`src/rtl/xor_deframer_pkg.sv`:
```
// Shared types and line-level constants for the XOR parity deframer.
package xor_deframer_pkg;

  typedef enum logic [2:0] {
    IDLE   = 3'd0,
    DATA   = 3'd1,
    PARITY = 3'd2,
    STOP   = 3'd3,
    HOLD   = 3'd4
  } state_t;

  localparam logic START_BIT = 1'b0;
  localparam logic STOP_BIT  = 1'b1;

endpackage

```
`src/rtl/gate_xor.sv`:
```
// Two-input XOR primitive; the deframer closes a registered loop around it.
module gate_xor (
  input  logic inp1,
  input  logic inp2,
  output logic out
);

  assign out = inp1 ^ inp2;

endmodule

```
`src/rtl/xor_parity_deframer.sv`:
```
// Serial frame consumer: start, LSB-first data, parity, stop -> parallel word
// with parity/framing status over a valid/ready handshake.
//
// state  | meaning
// IDLE   | line idle, waiting for a start beat
// DATA   | shifting in data bits, running XOR in acc
// PARITY | waiting for the parity beat
// STOP   | waiting for the stop beat
// HOLD   | result presented, waiting for out_ready
module xor_parity_deframer
  import xor_deframer_pkg::*;
#(
  parameter int DATA_BITS  = 8,
  parameter bit ODD_PARITY = 1'b0
) (
  input  logic                 clk,
  input  logic                 rst,
  input  logic                 bit_in,
  input  logic                 bit_valid,
  input  logic                 out_ready,
  output logic                 out_valid,
  output logic [DATA_BITS-1:0] data_out,
  output logic                 parity_ok,
  output logic                 frame_err,
  output logic                 overrun,
  output logic                 busy
);

  localparam int CW = $clog2(DATA_BITS) + 1;
  localparam logic [CW-1:0] LAST = CW'(DATA_BITS - 1);

  state_t                 state;
  logic [DATA_BITS-1:0]   sr;
  logic [CW-1:0]          cnt;
  logic                   acc;
  logic                   acc_next;
  logic                   parity_r;

  gate_xor u_acc_xor (
    .inp1 (acc),
    .inp2 (bit_in),
    .out  (acc_next)
  );

  always_ff @(posedge clk) begin
    if (rst) begin
      state     <= IDLE;
      sr        <= '0;
      cnt       <= '0;
      acc       <= 1'b0;
      parity_r  <= 1'b0;
      out_valid <= 1'b0;
      data_out  <= '0;
      parity_ok <= 1'b0;
      frame_err <= 1'b0;
      overrun   <= 1'b0;
      busy      <= 1'b0;
    end else begin
      case (state)
        IDLE: begin
          if (bit_valid && bit_in == START_BIT) begin
            state <= DATA;
            acc   <= 1'b0;
            cnt   <= '0;
            busy  <= 1'b1;
          end
        end

        DATA: begin
          if (bit_valid) begin
            sr  <= {bit_in, sr[DATA_BITS-1:1]};
            acc <= acc_next;
            cnt <= cnt + 1'b1;
            if (cnt == LAST) begin
              state <= PARITY;
            end
          end
        end

        PARITY: begin
          if (bit_valid) begin
            // acc_next folds the parity bit into the data XOR
            parity_r <= (acc_next == ODD_PARITY);
            state    <= STOP;
          end
        end

        STOP: begin
          if (bit_valid) begin
            data_out  <= sr;
            parity_ok <= parity_r;
            frame_err <= (bit_in != STOP_BIT);
            out_valid <= 1'b1;
            busy      <= 1'b0;
            state     <= HOLD;
          end
        end

        HOLD: begin
          if (out_ready) begin
            out_valid <= 1'b0;
            // a start beat coinciding with the handshake begins the next frame
            if (bit_valid && bit_in == START_BIT) begin
              state <= DATA;
              acc   <= 1'b0;
              cnt   <= '0;
              busy  <= 1'b1;
            end else begin
              state <= IDLE;
            end
          end else if (bit_valid) begin
            overrun <= 1'b1;
          end
        end

        default: begin
          state <= IDLE;
          busy  <= 1'b0;
        end
      endcase
    end
  end

endmodule

```
`config.mk`:
```
export PLATFORM = sky130hd
export DESIGN_NAME = xor_parity_deframer
export DESIGN_NICKNAME = d
export VERILOG_FILES = /design/src/rtl/xor_deframer_pkg.sv /design/src/rtl/gate_xor.sv /design/src/rtl/xor_parity_deframer.sv
export SDC_FILE = /design/constraint.sdc
export NUM_CORES = 1
export LEC_CHECK = 0
export ABC_AREA = 1
export CAP_MARGIN = 5
export CORE_ASPECT_RATIO = 0.9
export CORE_MARGIN = 8
export CORE_UTILIZATION = 25
export DETAILED_ROUTE_END_ITERATION = 8
export GPL_ROUTABILITY_DRIVEN = 1
export PLACE_DENSITY = 0.39
export RECOVER_POWER = 50
export SKIP_LAST_GASP = 1
export SLEW_MARGIN = 15
export SYNTH_ARGS = -nofsm -noshare
export SYNTH_HDL_FRONTEND = slang
export SYNTH_SLANG_ARGS = --single-unit
```
`constraint.sdc`:
```
create_clock -name clk -period 2.35 [get_ports clk]
set_input_delay 0.47 -clock clk [delete_from_list [all_inputs] [get_ports clk]]
set_output_delay 0.47 -clock clk [all_outputs]
set_load 0.005 [all_outputs]
```
==> summary.txt, run 1 <==
Outcome
  – Status: finished, final reports clean

Finish
  – Syn-to-layout area delta: 24.7%
  – Most frequent cells in the layout: nor2_1, nand2_1, dfxtp_1, a21oi_1
  – Final Net Count: 209
  – Final std cells w/o fill: 271
  – Share of cells above drive strength 1: 11.3%
  – Fin util: 31.8%
  – Inserted Diodes: 0
  – Most common cell after layout, fill and taps aside: nor2_1

CTS
  – Total CTS buffers: 5
  – Max Root-Sink Buffers: 2
  – CTS tree: built
  – CTS root buf: clkbuf_8
  – Hold buffer count at CTS: 0
  – Clock H-tree levels: 2
  – Postcts setup bufs: 0
  – Clock Latency Late Sink: 0.27 ns
  – CTS Sinks: 30
  – Post-CTS sizing: 0
  – Clock transition at the registers of the reported paths: 0.06 ns

Timing
  – Fin. Hold Viols: 0
  – Final worst path period share: 78.6%
  – PnR worst setup slack: 0.504 ns
  – Setup-failing EPs final: 0
  – Worst Skew: 0.00169 ns
  – Slew Limit Headroom: 66.0%
  – Final setup TNS: 0 ns
  – Fmax achieved: 0.542 GHz
  – Post-route minimum period: 1.85 ns
  – Max Transition Viols Final: 0
  – Pin slew with the least headroom to its limit: 0.509 ns
  – RSZ-0062 raised after global routing: false

Worst setup path
  – Worst r2r src: state[1]$_SDFFE_PP0P_
  – CP required: 2.57 ns
  – Crit-path slowest cell: dlygate4sd3_1
  – WS Path Type: in2reg
  – CP startpoint kind: input pin
  – R2R Setup Slk: 0.80 ns
  – CP bufs+invs: 2
  – Critical Path End Type: flop
  – Worst path depth: 5
  – R2R cell count: 5
  – Delay-heaviest family, CP: buffers and inverters
  – Worst-path fanout max: 13
  – Critical Path AT: 2.06 ns
  – CP peak stage delay: 0.59 ns
  – Crit path launch: bit_valid
  – Worst path cell trace: dlygate4sd3_1 -> clkbuf_1 -> nand2_1 -> o21a_1 -> nor2_1
  – Worst r2r dst: frame_err$_SDFFE_PP0P_

Route
  – Vias post-DR: 1,181
  – Via density: 4.36
  – Initial drt markers: 56
  – Wirelength per Cell: 11.6 microns
  – Detailed-route DRC error count: 0
  – Router iterations before antenna repair: 4
  – Final WL: 3140 microns
  – Post-route ant nets: 0

Floorplan
  – Die area: 7880 sq um
  – Core area: 5190 sq um
  – Die width: 92.7 microns
  – # IOs: 18
  – Initial Utilization: 25.5%
  – DIE HEIGHT: 85.0 microns
  – Row count: 25

Min path
  – Hold path endpoint: out_valid$_SDFFE_PP0P_
  – Worst min-delay path class: reg2reg
  – Worst min-delay path startpoint: out_valid$_SDFFE_PP0P_
  – Hold path depth: 2

Place
  – Routability cong.: 0.804
  – Worst slack, placed: 0.524 ns
  – Post-DP HPWL: 2300 microns
  – Placed cells: 263
  – IO Port Bufs: 17

Synth
  – Post-synth EDFFs: 0
  – Net Count, Synth: 187
  – Syn Inst Count: 181
  – Avg Synthesized Cell Area: 7.31 sq um
  – Asr flop ratio synth: 0%
  – Main synth FF type: dfxtp_1
  – Netlist cell types: 24
  – Synth Cell Area: 1320 sq um
  – Yosys warns: 0
  – #FFs+latches synth: 30
  – Sequential share of the synthesized area: 45.4%

Global routing
  – Antenna violations before repair: 0
  – Largest net degree at the start of global routing: 17
  – Total GRT Usage: 8.51%
  – Grt ovf: 0
  – First-pass GRT wire length: 5300 microns
  – Vias in the first global route: 1,142

Pwr
  – Pwr Density: 954 nW/um^2
  – Tot Pwr: 1.57 mW
  – VDD IR max: 274 uV
  – Leakage: 0.651 nW

Flow run
  – Max-Cap Viols: 0
==> registers in the layout, summed over array words and instances (netlist names), 3 cells and up <==
signal    count
cnt           4
data_out      8
sr            8
state         3
==> Yosys cell counts, types with 2 or more instances <==
library cell	count	share of area, %
nor2_2	5	2.4
clkbuf_1	3	0.85
o21ai_0	13	4.9
buf_4	2	1.1
dfxtp_1	30	45
nand2_4	3	2.6
a21oi_1	16	6.0
nor2_1	40	11
nand3_1	13	4.9
inv_1	7	2.0
nand2_1	35	9.9
inv_2	2	0.57
==> worst reg2reg max path, stage by stage, from the launching register on <==
cell and delay, ns:
dfxtp_1 0.52, nand2_1 0.09, nor2_1 0.17, nand2_1 0.35, o21a_1 0.30, nor2_1 0.07
==> report_power, final <==
| part | switching [mW] | total (mW) | leakage [nW] | internal, mW |
|---|---|---|---|---|
| clock network | 0.190 | 0.425 | 0.0482 | 0.236 |
| logic | 0.303 | 0.485 | 0.359 | 0.183 |
| registers | 0.0769 | 0.663 | 0.244 | 0.586 |
| total | 0.569 | 1.57 | 0.651 | 1.00 |
==> metal layers <==
| layer | track usage, % | share of wire (%) |
|---|---|---|
| met1 | 10.2 | 51 |
| met2 | 12.7 | 42 |
| met3 | 3.53 | 6.0 |
| met4 | 4.39 | 1.3 |
| met5 | 0 | 0 |
==> worst max-delay path by stage <==
stage,to,slack [ns]
3_3_place_gp,cnt[3]$_SDFFE_PP0P_,0.55
3_5_place_dp,cnt[0]$_SDFFE_PP0P_,0.52
4_1_cts,data_out[4],0.74
6_report,frame_err$_SDFFE_PP0P_,0.50
5_1_grt,frame_err$_SDFFE_PP0P_,0.35
2_1_floorplan,cnt[3]$_SDFFE_PP0P_,1.11
==> cells by family after synthesis <==
logic type               count (synthesis)  share of synthesized area, %
flip-flops                              30                          45.4
AO/OA/AOI/OAI                           31                          12.1
adder cells (fa/ha/maj)                  1                         0.945
buffers and inverters                   17                          6.43
AND/OR/NAND/NOR                        101                          34.5
XOR/XNOR                                 1                         0.662
==> per-stage QoR <==
| stage | hold WS, ns | area, sq um |
|---|---|---|
| after floorplan | 0.440 | 1320 |
| after global placement | 0.436 | 1570 |
| after detailed placement | 0.445 | 1570 |
| after CTS | 0.463 | 1660 |
| after global routing | 0.479 | 1650 |
| final | 0.459 | 1650 |
==> final cells by class <==
cell class / count / area [sq um]
Multi-Input combinational cell: 134 / 631
Inverter: 11 / 47.5
Timing Repair Buffer: 21 / 196
Fill cell: 602 / 3540
Clock buffer: 7 / 86.3
Sequential cell: 30 / 601
Tap cell: 67 / 83.8
Clock inverter: 1 / 5.00
Note: power is estimated with default switching activity, not from simulation.
==> run 2, diff against run 1 <==
Settings changed: PLACE_DENSITY 0.39 to 0.4.
Clock period 2.35 ns to 1.5 ns, I/O delays scaled along.
==> summary.txt, run 2 (synthesis results as in run 1) <==
Route
  – Wirelength per Cell: 11.6 microns (+0.16%)
  – Via density: 4.38 (+0.42%)
  – Initial drt markers: 71 (+27%)
  – Final WL: 3240 microns (+3.1%)
  – Detailed-route DRC error count: 0 (unchanged)
  – Router iterations before antenna repair: 4 (unchanged)
  – Vias post-DR: 1,221 (+3.4%)
  – Post-route ant nets: 0 (unchanged)

Worst setup path
  – Delay-heaviest family, CP: buffers and inverters
  – CP bufs+invs: 1 (-1)
  – Critical Path AT: 1.12 ns (-0.94 ns)
  – Critical Path End Type: primary output
  – Worst r2r src: state[2]$_SDFFE_PP0P_
  – Worst path depth: 1 (-4)
  – CP peak stage delay: 0.51 ns (-0.08 ns)
  – Worst setup endpoint: overrun
  – R2R cell count: 8 (+3)
  – Worst-path fanout max: 2 (-11)
  – Crit path launch: overrun$_SDFFE_PP0P_
  – Crit-path slowest cell: clkdlybuf4s50_1
  – WS Path Type: reg2out
  – Worst r2r dst: state[0]$_SDFFE_PP0P_
  – CP required: 1.20 ns (-1.37 ns)
  – R2R Setup Slk: 0.20 ns (-0.60 ns)
  – Worst path cell trace: clkdlybuf4s50_1
  – CP startpoint kind: flop

Global routing
  – First-pass GRT wire length: 5510 microns (+3.9%)
  – Vias in the first global route: 1,214 (+6.3%)
  – Met2 usage in global routing: 13.5% (+0.84 points)
  – Largest net degree at the start of global routing: 17 (unchanged)
  – Met1 Use GR: 10.8% (+0.55 points)
  – Total GRT Usage: 8.86% (+0.34 points)
  – Grt ovf: 0 (unchanged)
  – GR Util met3: 3.35% (-0.18 points)
  – Antenna violations before repair: 0 (unchanged)
  – Global route hottest layer: met2

CTS
  – Clock transition at the registers of the reported paths: 0.06 ns (about the same)
  – CTS root buf: clkbuf_8
  – Total CTS buffers: 5 (unchanged)
  – Max Root-Sink Buffers: 2 (unchanged)
  – Clock H-tree levels: 2 (unchanged)
  – CTS Sinks: 30 (unchanged)
  – CTS tree: built
  – Postcts setup bufs: 0 (unchanged)
  – Clock Latency Late Sink: 0.27 ns (about the same)

Finish
  – Share of cells above drive strength 1: 17.0% (+5.7 points)
  – Most common cell after layout, fill and taps aside: nor2_1
  – Biggest regs: data_out x8, sr x8, cnt x4
  – Final std cells w/o fill: 279 (+3.0%)
  – Inserted Diodes: 0 (unchanged)
  – Fillers: 579 (-3.8%)
  – Multi-input logic area: 643 sq um (+2.0%)
  – Register area: 603 sq um (+0.42%)
  – Final Net Count: 217 (+3.8%)
  – Syn-to-layout area delta: 30.6%
  – Most frequent cells in the layout: nor2_1, nand2_1, dfxtp_1, clkdlybuf4s50_1, a21oi_1

Timing
  – Final worst path period share: 94.9%
  – Setup-failing EPs final: 0 (unchanged)
  – Fin. Hold Viols: 0 (unchanged)
  – Fmax achieved: 0.703 GHz
  – Slew Limit Headroom: 68.9% (+2.9 points)
  – Max Transition Viols Final: 0 (unchanged)
  – Post-route minimum period: 1.42 ns
  – Pin slew with the least headroom to its limit: 0.466 ns (-0.0427 ns)
  – RSZ-0062 raised after global routing: true
  – Worst Skew: 0.00230 ns (+0.000612 ns)

Floorplan
  – Row count: 25 (unchanged)
  – Die area: 7880 sq um (unchanged)
  – Die width: 92.7 microns (unchanged)
  – # IOs: 18 (unchanged)
  – Initial Utilization: 25.5% (unchanged)
  – Core area: 5190 sq um (unchanged)
  – DIE HEIGHT: 85.0 microns (unchanged)

Place
  – IO Port Bufs: 17 (unchanged)
  – Routability cong.: 0.788 (-2.0%)
  – Post-DP HPWL: 2360 microns (+2.7%)
  – Placed cells: 271 (+3.0%)

Pwr
  – VDD IR max: 548 uV (+100%)
  – Leakage: 0.702 nW (+7.7%)
  – Tot Pwr: 2.55 mW (+62%)
  – Pwr Density: 1470 nW/um^2 (+54%)

Outcome
  – Status: finished, final reports clean

Flow run
  – Max-Cap Viols: 0 (unchanged)

Min path
  – Worst min-delay path class: reg2reg
==> run 2: cell types whose count changed in the layout (fill, tap and decap cells not counted), moves of 2 or more <==
cell / change
dfxtp_2: +2
dfxtp_1: -2
clkdlybuf4s50_1: +3
buf_4: +9
dlygate4sd3_1: -3
==> run 2: per-layer routing <==
layer / part of all wire (%) / routed length [microns] / vias up
li1: - / - / 643
met1: 49 / 1600 / 556
met2: 45 / 1440 / 18
met3: 5.0 / 162 / 4
met4: 1.1 / 34 / 0
met5: 0 / 0 / -
==> run 2: layout make-up <==
cell class	count	share of cell area, %
multi-input cells	134	37.2
flip-flops and latches	30	34.9
repair buffers	29	15.1
clock buffers	7	4.99
well taps	67	4.85
inverters	11	2.75
clock inverters	1	0.289
==> run 2: timing repair <==
| action | CTS | global route |
|---|---|---|
| endpoints found under the hold margin | 0 | 0 |
| endpoints found under the setup margin | 0 | 3 |
| hold buffers | 0 | 0 |
| gates resized for setup | 0 | 3 |
==> run 2: how the worst min path moves through the flow <==
stage,start,end,slack (ns),cells past startpoint
2_1_floorplan,rst,cnt[2]$_SDFFE_PP0P_,0.37,1
3_3_place_gp,out_valid$_SDFFE_PP0P_,out_valid$_SDFFE_PP0P_,0.44,2
3_5_place_dp,out_valid$_SDFFE_PP0P_,out_valid$_SDFFE_PP0P_,0.45,2
4_1_cts,data_out[2]$_SDFFE_PP0P_,data_out[2]$_SDFFE_PP0P_,0.46,2
5_1_grt,out_valid$_SDFFE_PP0P_,out_valid$_SDFFE_PP0P_,0.48,2
6_report,data_out[2]$_SDFFE_PP0P_,data_out[2]$_SDFFE_PP0P_,0.46,2
==> run 2: metrics by stage <==
stage	utilization (%)	hold WS [ns]	worst slack, ns	TNS, ns	area [sq um]
final	33.3	0.458	0.0765	0	1730
after CTS	33.2	0.461	0.0539	0	1720
after global placement	31.4	0.442	-0.109	-0.638	1630
after detailed placement	31.4	0.445	-0.128	-0.730	1630
after global routing	33.3	0.479	-0.00823	-0.00823	1730
after floorplan	-	0.369	0.258	0	1320
==> run 2: report_power, final <==
| group | switching [mW] | leakage [nW] | internal [mW] | total (mW) |
|---|---|---|---|---|
| clock network | 0.284 | 0.0482 | 0.369 | 0.653 |
| logic | 0.512 | 0.409 | 0.339 | 0.852 |
| registers | 0.117 | 0.244 | 0.924 | 1.04 |
| total | 0.913 | 0.702 | 1.63 | 2.55 |
==> run 2: tightest hold or removal path, delay by kind of cell (launching register included) <==
kind / cells / cell delay, ns
and+or+nand+nor: 1 / 0.06
AOI/OAI and AO/OA: 1 / 0.05
DFF: 1 / 0.31
==> run 3, diff against run 2 <==
Settings changed: CORE_UTILIZATION 25 to 45, PLACE_DENSITY 0.4 to 0.66.
==> summary.txt, run 3 (synthesis results as in run 1) <==
CTS
  – CTS tree: built
  – Hold buffer count at CTS: 0 (unchanged)
  – Clock Latency Late Sink: 0.33 ns (+0.06 ns)
  – Max Root-Sink Buffers: 2 (unchanged)
  – CTS Sinks: 30 (unchanged)
  – Total CTS buffers: 5 (unchanged)
  – CTS root buf: clkbuf_4
  – Clock H-tree levels: 2 (unchanged)
  – Clock transition at the registers of the reported paths: 0.10 ns (+0.04 ns)

Worst setup path
  – Worst path cell trace: nand2_1 -> nor2_1 -> nand2_2 -> nand2_1 -> o21a_1 -> nor2_1
  – Critical Path End Type: flop
  – Worst setup endpoint: frame_err$_SDFFE_PP0P_
  – Worst-path fanout max: 13 (+11)
  – Worst r2r src: state[0]$_SDFFE_PP0P_
  – Delay-heaviest family, CP: simple AND/OR/NAND/NOR gates
  – R2R Setup Slk: 0.17 ns (-0.03 ns)
  – CP peak stage delay: 0.46 ns (-0.05 ns)
  – CP required: 1.73 ns (+0.53 ns)
  – Critical Path AT: 1.56 ns (+0.44 ns)
  – CP bufs+invs: 0 (-1)
  – CP startpoint kind: flop
  – WS Path Type: reg2reg
  – Worst path depth: 6 (+5)
  – R2R cell count: 6 (-2)
  – Crit-path slowest cell: dfxtp_1
  – Crit path launch: state[0]$_SDFFE_PP0P_
  – Worst r2r dst: frame_err$_SDFFE_PP0P_

Pwr
  – Tot Pwr: 2.33 mW (-8.4%)
  – Leakage: 0.838 nW (+19%)
  – Net Switching: 882 uW (-3.4%)
  – Pwr Density: 1390 nW/um^2 (-5.4%)
  – Share of power burned in registers: 44.6% (+3.7 points)
  – VDD IR max: 630 uV (+15%)
  – Combinational Power Share: 33.3% (about the same)
  – Power share of the clock group: 22.1% (-3.6 points)
  – Sw Ratio: 37.8% (+2.0 points)
  – Internal power: 1.45 mW (-11%)

Route
  – Final WL: 2950 microns (-9.0%)
  – Post-route ant nets: 0 (unchanged)
  – Initial drt markers: 101 (+42%)
  – Router iterations before antenna repair: 4 (unchanged)
  – Via density: 4.90 (+12%)
  – Wirelength per Cell: 11.8 microns (+1.5%)
  – Detailed-route DRC error count: 0 (unchanged)
  – Vias post-DR: 1,226 (+0.41%)

Timing
  – Final worst path period share: 88.7% (-6.2 points)
  – Post-route minimum period: 1.33 ns (-0.0935 ns)
  – Max Transition Viols Final: 0 (unchanged)
  – Fin. Hold Viols: 0 (unchanged)
  – Worst Skew: 0.00902 ns (+0.00672 ns)
  – Slew Limit Headroom: 79.6% (+11 points)
  – Setup-failing EPs final: 0 (unchanged)
  – RSZ-0062 raised after global routing: false
  – Fmax achieved: 0.752 GHz (+7.0%)
  – Pin slew with the least headroom to its limit: 0.305 ns (-0.161 ns)
  – Final setup TNS: 0 ns (unchanged)

Flow run
  – Max-Cap Viols: 0 (unchanged)

Place
  – Routability cong.: 0.896 (+14%)
  – IO Port Bufs: 17 (unchanged)
  – Post-DP HPWL: 2070 microns (-12%)

Min path
  – Worst min-delay path class: reg2reg
  – Worst min-delay path startpoint: parity_ok$_SDFFE_PP0P_

Finish
  – Most common cell after layout, fill and taps aside: nor2_1
  – Biggest regs: data_out x8, sr x8, cnt x4
  – Share of cells above drive strength 1: 15.7% (-1.3 points)
  – Fin util: 60.4% (+27 points)
  – Fillers: 274 (-53%)
  – Final Net Count: 215 (-0.92%)
  – Most frequent cells in the layout: nor2_1, nand2_1, dfxtp_1, a21oi_1
  – Syn-to-layout area delta: 26.5%
  – Inserted Diodes: 0 (unchanged)

Outcome
  – Status: finished, final reports clean

Floorplan
  – Row count: 18 (-28%)
  – DIE HEIGHT: 67.5 microns (-21%)
  – Core area: 2770 sq um (-47%)
  – Die area: 4940 sq um (-37%)
  – # IOs: 18 (unchanged)
  – Die width: 73.2 microns (-21%)
  – Initial Utilization: 47.8% (+22 points)

Global routing
  – GR Util met3: 6.07% (+2.7 points)
  – Largest net degree at the start of global routing: 15 (-2)
  – Met2 usage in global routing: 19.6% (+6.1 points)
  – Grt ovf: 0 (unchanged)
  – Antenna violations before repair: 0 (unchanged)
  – Global route hottest layer: met2
  – First-pass GRT wire length: 4920 microns (-11%)
  – Vias in the first global route: 1,113 (-8.3%)
  – Met1 Use GR: 15.6% (+4.8 points)
  – Total GRT Usage: 13.1% (+4.2 points)
==> run 3: cell types whose count changed in the layout (fill, tap and decap cells not counted), moves of 2 or more <==
cell / change
buf_4: -3
clkbuf_4: +5
clkbuf_8: -5
clkdlybuf4s25_1: +3
clkdlybuf4s50_1: -13
dlygate4sd2_1: +2
dlymetal6s2s_1: +8
==> run 3: power groups by stage <==
stage               Combinational [mW]  Sequential [mW]  Clock [mW]
floorplan                        0.651             1.01           0
global placement                 0.768             1.05           0
detailed placement               0.783             1.05           0
CTS                              0.781             1.04       0.531
global route                     0.888             1.06       0.580
finish                           0.776             1.04       0.515
==> run 3: cell type report <==
class	instances	area [sq um]	area share (%)
multi-input cells	134	636	38.0
flip-flops and latches	30	602	35.9
repair buffers	27	275	16.4
clock buffers	6	51.3	3.06
well taps	40	50.0	2.99
inverters	11	47.5	2.84
clock inverters	2	12.5	0.747
==> run 3: repair_timing <==
| action | CTS | global route |
|---|---|---|
| pin swaps | 0 | 0 |
| resized for setup | 3 | 19 |
| setup buffers | 0 | 1 |
| endpoints found under the setup margin | 3 | 15 |
==> run 3: worst min path at each step <==
stage                               end  slack, ns  cells after the start
3_5_place_dp     out_valid$_SDFFE_PP0P_       0.44                      2
2_1_floorplan       cnt[2]$_SDFFE_PP0P_       0.37                      1
4_1_cts          out_valid$_SDFFE_PP0P_       0.45                      2
6_report         parity_ok$_SDFFE_PP0P_       0.47                      2
3_3_place_gp     out_valid$_SDFFE_PP0P_       0.43                      2
5_1_grt        data_out[3]$_SDFFE_PP0P_       0.48                      2
==> run 3: worst min-delay path: cells and delay by family (launching register included) <==
family	cells	cell delay, ns
and+or+nand+nor	1	0.06
DFF	1	0.32
AOI/OAI and AO/OA	1	0.05
==> run 3: per-stage QoR <==
| step | instances | instance area [sq um] | setup WS (ns) | hold WS [ns] |
|---|---|---|---|---|
| 6_report | 250 | 1670 | 0.170 | 0.466 |
| 5_1_grt | 250 | 1670 | 0.0394 | 0.482 |
| 4_1_cts | 249 | 1650 | 0.00409 | 0.454 |
| 3_5_place_dp | 241 | 1590 | -0.110 | 0.438 |
| 3_3_place_gp | 241 | 1590 | -0.0350 | 0.432 |
| 2_1_floorplan | 181 | 1320 | 0.258 | 0.369 |
==> run 3: routing by layer <==
layer	wire, microns	part of all wire (%)
met1	1430	49
met2	1350	46
met3	117	4.0
met4	48	1.6
met5	0	0
